==> src/rtl/jtopl_pkg.sv <==
// Shared constants and types for the slot capture block.
package jtopl_pkg;

    // Width of a slot index; covers up to 32 slots per frame.
    localparam int SLOT_W = 5;

    // Read transaction states.
    typedef enum logic [1:0] {
        ST_IDLE = 2'd0,
        ST_WAIT = 2'd1,
        ST_ACK  = 2'd2
    } rd_state_t;

endpackage

==> src/rtl/jtopl_slot_ram.sv <==
// Slot register bank: synchronous write, combinational read by index.
module jtopl_slot_ram
    import jtopl_pkg::*;
#(
    parameter int   width  = 5,
    parameter int   slots  = 18,
    parameter logic rstval = 1'b0
) (
    input  logic              clk,
    input  logic              rst,
    input  logic              we,
    input  logic [SLOT_W-1:0] wr_idx,
    input  logic [width-1:0]  wr_data,
    input  logic [SLOT_W-1:0] rd_idx,
    output logic [width-1:0]  rd_q
);

    localparam logic [SLOT_W:0] NSLOT = (SLOT_W+1)'(slots);

    logic [width-1:0] bank [slots];

    // Reset fills every entry with rstval; otherwise write the indexed slot.
    always_ff @(posedge clk) begin
        if (!rst) begin
            for (int i = 0; i < slots; i++) bank[i] <= {width{rstval}};
        end else if (we) begin
            bank[wr_idx] <= wr_data;
        end
    end

    // Out-of-range indices read back as zero instead of an undefined entry.
    always_comb begin
        rd_q = '0;
        if ({1'b0, rd_idx} < NSLOT) rd_q = bank[rd_idx];
    end

endmodule

==> src/rtl/jtopl_slot_cap.sv <==
// Slot capture: tracks the time-multiplexed slot stream, stores each slot
// sample in a bank and serves single-slot read requests with fresh data.
module jtopl_slot_cap
    import jtopl_pkg::*;
#(
    parameter int   width  = 5,
    parameter int   slots  = 18,
    parameter logic rstval = 1'b0
) (
    input  logic              clk,
    input  logic              rst,
    input  logic              cen,
    input  logic [width-1:0]  din,
    input  logic              zero,
    input  logic              rd_req,
    input  logic [SLOT_W-1:0] rd_slot,
    output logic              rd_ack,
    output logic [width-1:0]  rd_data,
    output logic              rd_err,
    output logic              sync_err
);

    localparam logic [SLOT_W:0]   NSLOT = (SLOT_W+1)'(slots);
    localparam logic [SLOT_W-1:0] LAST  = SLOT_W'(slots - 1);

    logic [SLOT_W-1:0] cnt;
    logic [SLOT_W-1:0] idx;
    logic [SLOT_W-1:0] slot_q;
    logic              err_q;
    logic              hit;
    logic              oor;
    logic [width-1:0]  peek_unused;
    rd_state_t         state, nxt;

    // zero forces slot 0 so the counter resynchronises on every frame marker.
    assign idx = zero ? '0 : cnt;
    assign hit = cen && (idx == slot_q);
    assign oor = {1'b0, rd_slot} >= NSLOT;

    // Bank write port follows the stream; read port peeks the latched slot.
    jtopl_slot_ram #(
        .width  (width),
        .slots  (slots),
        .rstval (rstval)
    ) u_ram (
        .clk     (clk),
        .rst     (rst),
        .we      (cen),
        .wr_idx  (idx),
        .wr_data (din),
        .rd_idx  (slot_q),
        .rd_q    (peek_unused)
    );

    // Slot counter: advance past the current index, wrapping at frame end.
    always_ff @(posedge clk) begin
        if (!rst)     cnt <= '0;
        else if (cen) cnt <= (idx == LAST) ? '0 : idx + 1'b1;
    end

    // Frame marker arriving while the counter is mid-frame flags misalignment.
    always_ff @(posedge clk) begin
        if (!rst) sync_err <= 1'b0;
        else      sync_err <= cen && zero && (cnt != '0);
    end

    // Read FSM state register.
    always_ff @(posedge clk) begin
        if (!rst) state <= ST_IDLE;
        else      state <= nxt;
    end

    // Read FSM next state: range check, wait for the slot to pass, then ack.
    always_comb begin
        nxt = state;
        case (state)
            ST_IDLE: if (rd_req) nxt = oor ? ST_ACK : ST_WAIT;
            ST_WAIT: if (hit)    nxt = ST_ACK;
            ST_ACK:              nxt = ST_IDLE;
            default:             nxt = ST_IDLE;
        endcase
    end

    // Request latch, data capture and registered ack/err outputs.
    always_ff @(posedge clk) begin
        if (!rst) begin
            slot_q  <= '0;
            err_q   <= 1'b0;
            rd_data <= '0;
            rd_ack  <= 1'b0;
            rd_err  <= 1'b0;
        end else begin
            rd_ack <= (state == ST_ACK);
            rd_err <= (state == ST_ACK) && err_q;
            if (state == ST_IDLE && rd_req) begin
                slot_q <= rd_slot;
                err_q  <= oor;
                if (oor) rd_data <= '0;
            end
            // Capture straight from the stream so the sample postdates the request.
            if (state == ST_WAIT && hit) rd_data <= din;
        end
    end

endmodule

==> config.mk <==
export PLATFORM = sky130hd
export DESIGN_NAME = jtopl_slot_cap
export DESIGN_NICKNAME = d
export VERILOG_FILES = /design/src/rtl/jtopl_pkg.sv /design/src/rtl/jtopl_slot_ram.sv /design/src/rtl/jtopl_slot_cap.sv
export SDC_FILE = /design/constraint.sdc
export NUM_CORES = 1
export LEC_CHECK = 0
export ABC_AREA = 1
export BUFFER_PORTS_ARGS = -buffer_cell sky130_fd_sc_hd__buf_2
export CORE_ASPECT_RATIO = 1.4
export CORE_MARGIN = 4
export CORE_UTILIZATION = 25
export CTS_CLUSTER_DIAMETER = 200
export CTS_CLUSTER_SIZE = 24
export DETAILED_ROUTE_END_ITERATION = 10
export PLACE_DENSITY = 0.44
export REMOVE_ABC_BUFFERS = 1
export SYNTH_ARGS = -nofsm -noshare
export SYNTH_HDL_FRONTEND = slang
export SYNTH_HIERARCHICAL = 1
export SYNTH_SLANG_ARGS = --single-unit
==> constraint.sdc <==
create_clock -name clk -period 2.3 [get_ports clk]
set_input_delay 0.46 -clock clk [delete_from_list [all_inputs] [get_ports clk]]
set_output_delay 0.46 -clock clk [all_outputs]
set_load 0.02 [all_outputs]
-- Word-level counts from Yosys, hierarchy flattened
Index checks and enable logic that the tools add are counted.
- word-level logic and storage cells: 37
- register bits after elaboration: 21
- bits of input ports: 15
- add/subtract/negate cells: 1
- magnitude comparators: 1
- muxes and demuxes: 9
- eq/ne operators: 6
- reduce and logical (&&, ||, !) cells: 12
- operators with widths (cell ; number):
    2-to-1 mux 5 bit ; 5
    logical AND 1 bit ; 6
    2-to-1 mux 2 bit ; 3
    adder 5 x 1 -> 5 bit, second input constant ; 1
    == test 5 bit ; 1
    == test 5 bit, second input constant ; 1
    greater-or-equal comparator 5 bit, second input constant ; 1
    nonzero test 5 bit ; 1
    inequality test 2 bit, second input constant ; 2
    one-hot mux 2 bit (2 select lines) ; 1
    AND reduction 2 bit ; 2
    nonzero test 2 bit ; 2
    == test 2 x 1 -> 1 bit, second input constant ; 1
    == test 2 bit, second input constant ; 1
    logical NOT 2 bit ; 1

-- Logic depth before layout (Yosys ltp)
- word-level depth: 6
- gate-level depth with buffers: 10
- mapped depth without buffers: 10

-- Worst setup path before layout
Ideal clock, no wire load.
- kind: input-to-reg
- start: input zero
- end: register cnt[2]
- stages on the path: 7
- path buffers: 0
- setup slack: 0.943 ns
- data arrival time: 1.225 ns
- cell sequence: inv_4 -> nand2_2 -> inv_2 -> ha_1 -> or2_2 -> nand3_1 -> a21oi_1
- word-level cells in the longest chain between the ends: 3
- elaborated cells on any way between the ends: 4
- those cells by class: add/sub: 1; eq/ne: 1; mux: 2
- ends and longest elaborated chain (what ; RTL line ; source):
    from (decl) ; jtopl_slot_cap.sv:14 ; input logic zero,
    2-to-1 mux 5 bit (*) ; jtopl_slot_cap.sv:36 ; assign idx = zero ? '0 : cnt;
    adder 5 x 1 -> 5 bit / == test 5 bit (equally long branches) ; jtopl_slot_cap.sv:58 ; else if (cen) cnt <= (idx == LAST) ? '0 : idx + 1'b1;
    2-to-1 mux 5 bit (*) ; jtopl_slot_cap.sv:58 ;
    to (signal assigned) ; jtopl_slot_cap.sv:58 ;
    to (decl) ; jtopl_slot_cap.sv:26 ; logic [SLOT_W-1:0] cnt;
Every way passes the cells marked *; elsewhere a longest branch is shown, timed or not.
A chain may end at the register's enable or synchronous reset.

-- Final worst setup path
Same ends and word-level chain as after synthesis.

==> metrics <==
outcome=finished, final reports clean; DR pass1 iterations=4; post-synthesis compound-gate area fraction=13.49%; Yosys cell types=25; layout cells sized above 1=23.81%; Max Clock Freq=718.8 MHz; first-pass GRT wire length=4.381 mm; DP Area=1186 sq um; most numerous cell in the Yosys netlist=nand2_1; routed len/inst=11.73 microns; power per cell area=between 600 and 700 nW/um^2; TNS Setup=0 ps; Final Instance Count excl. Fillers=211; antenna cells=0; grt ovf=0; number of synthesized flops with an enable pin=0; Area Growth Syn to Fin=19.56%; Final GP Congestion=0.7668; worst reg-to-reg setup slack=a little over 900 ps; # fillers=453; vias=981; CP startpoint=zero; P_leak=about 0.57 nW; Synth area leaders=dfxtp_1, nand2_1, a21oi_1, inv_1, nand3_1; share of the synthesized area in the top cell type=40.83%; post-CTS sizing=0; Syn Area/Cell=7.151 sq um; largest delay contributor family on the critical path=compound AO/OA/AOI/OAI gates; final period utilization=60.49%; Final Critical Period=1391 ps; vias per cell=4.649; Cells after DPL=between 200 and 250; FF/Latch Area=between 400 and 500 sq um; hold-fix buffers at CTS=0; htree depth=1; mux cell area share after synthesis=0%; vias in the first global route=966; Clock Pin Slew Worst Setup and Hold Paths=80 ps; design area=between 1000 and 1500 sq um; CP max stage delay=340 ps; Die Y-Extent=83.94 microns; Die Wd=62.24 microns; number of buffers created by CTS=3; Global Route Usage Sum=10.17%; Post-Synthesis Cell Area=1030 sq um; Reg2Reg Depth=6; fin util=31.15%; Final Hold Fails=0; main combinational cell family by area after synthesis=simple AND/OR/NAND/NOR gates; Rel. slew slack=65.44%; Post-DP HPWL=2.015 mm; CTS root buf=clkbuf_8; area leader, netlist=dfxtp_1; sequential element share of the synthesized area=40.83%; crit path launch type=input port; nets=between 150 and 200; die area=5224 sq um; RSZ-0062 raised after global routing=false; Hold Path Sink=rd_ack$_SDFF_PN0_; initial antenna violation count=0; worst-path cell chain=buf_2 -> inv_4 -> nand2_2 -> inv_2 -> ha_1 -> a31oi_1 -> nand3_1 -> a21oi_1; required time of the critical path=2490 ps; YS warnings=6; beginning of the worst hold path=state[1]$_SDFFE_PN0P_; Post-Synth Adder-Cell Area=between 2 and 2.5%; Synth Flop Type=dfxtp_1; CORE AREA=3953 sq um; Slew Limit Fails=0; slowest stage cell on the critical path=a31oi_1; RR Startpoint=cnt[0]$_SDFFE_PN0P_; Worst setup EP type=flip-flop; top post-synthesis cells by count=nand2_1, dfxtp_1, a21oi_1; WS Path Type=in -> reg; 1st-iter DRT viols=35; clock sinks=21; Crit Reg-Reg Endpoint=cnt[2]$_SDFFE_PN0P_; Skew-Pair Late Insertion Delay=260 ps; drt total wl=2.474 mm; Post-CTS Setup Inserts=0; maximum vdd drop=293.2 uV; largest net degree at the start of global routing=17; Final Skew=4.632 ps; Buf/Inv on CP=3; simple-gate share of the synthesized area=about a third; row cnt=27; final setup vio count=0; worst-path fanout max=10; number of top-level pins=23; Antenna Violating Nets Remaining=0; multi-input logic area=531.8 sq um; ys async rst share=0%; CTS tree=yes; Mapped Cells=144; post-synthesis register bit count=21; Min-Delay Path Class=reg -> reg; Max Buffers Root-to-Sink=2; max cap viols=0; Initial Util=26.05%; port bufs=22; Worst-Margin Slew=517.9 ps; Critical Path AT=1580 ps; hold depth=2; XOR/XNOR Fraction of Synth Area=0.8505%; DR DRC count=0
logic make-up (layout without fill, tap and decap cells):
kind of cell	Yosys count	after routing
buffers and inverters	20	44
AO/OA/AOI/OAI	26	26
XOR/XNOR	1	1
flip-flops	21	21
AND/OR/NAND/NOR	74	74
adder cells (fa/ha/maj)	2	2
cells in the final DEF (no fill, tap or decap), types with 4 or more instances in the layout:
cell / count
dfxtp_1: 21
inv_1: 15
nand4_1: 5
a21oi_1: 18
nor2_1: 7
nand3_1: 8
buf_2: 22
nand2_1: 38
o21ai_0: 5
nand2_2: 4
where the power goes:
group	internal [mW]	leakage, nW	total, mW	switching [mW]
clock	0.123	0.0228	0.241	0.117
combinational	0.0398	0.374	0.116	0.0757
sequential	0.380	0.171	0.391	0.0108
sequential cells by signal (all words and copies together) (netlist names):
signal    cells
rd_ack        1
cnt           5
slot_q        5
sync_err      1
err_q         1
rd_err        1
rd_data       5
state         2
through the flow:
stage | total power, mW | setup slack, ps | hold WS [ps]
floorplan | 0.4772 | 940.5 | 429.7
global placement | 0.5152 | 619.9 | 446.3
detailed placement | 0.5163 | 630.7 | 447.5
CTS | 0.7618 | 898.9 | 463.3
global route | 0.7968 | 711.9 | 470.1
finish | 0.7468 | 908.7 | 459.8
layer usage:
metal  global-route usage, %  wire length (microns)
met1                   11.46                   1083
met2                   17.92                   1256
met3                   2.022                    119
met4                   4.734                     15
met5                       0                      0
area by class of cell:
class | instances | share of cell area [%]
repair buffers | 22 | 8.943
well taps | 43 | 4.370
multi-input cells | 103 | 43.19
flip-flops and latches | 21 | 34.15
inverters | 18 | 5.691
clock buffers | 4 | 3.659
how the worst max path moves through the flow:
stage	to	depth (start not counted)
6_report	cnt[2]$_SDFFE_PN0P_	8
5_1_grt	cnt[2]$_SDFFE_PN0P_	6
4_1_cts	cnt[2]$_SDFFE_PN0P_	6
3_5_place_dp	cnt[2]$_SDFFE_PN0P_	8
3_3_place_gp	cnt[1]$_SDFFE_PN0P_	8
2_1_floorplan	cnt[2]$_SDFFE_PN0P_	7
worst min-delay path, cell delays in order (launching register included):
cell and delay [ps]:
dfxtp_1 330, inv_1 50, nor3_1 40
Power figures use the tool's default switching activity.
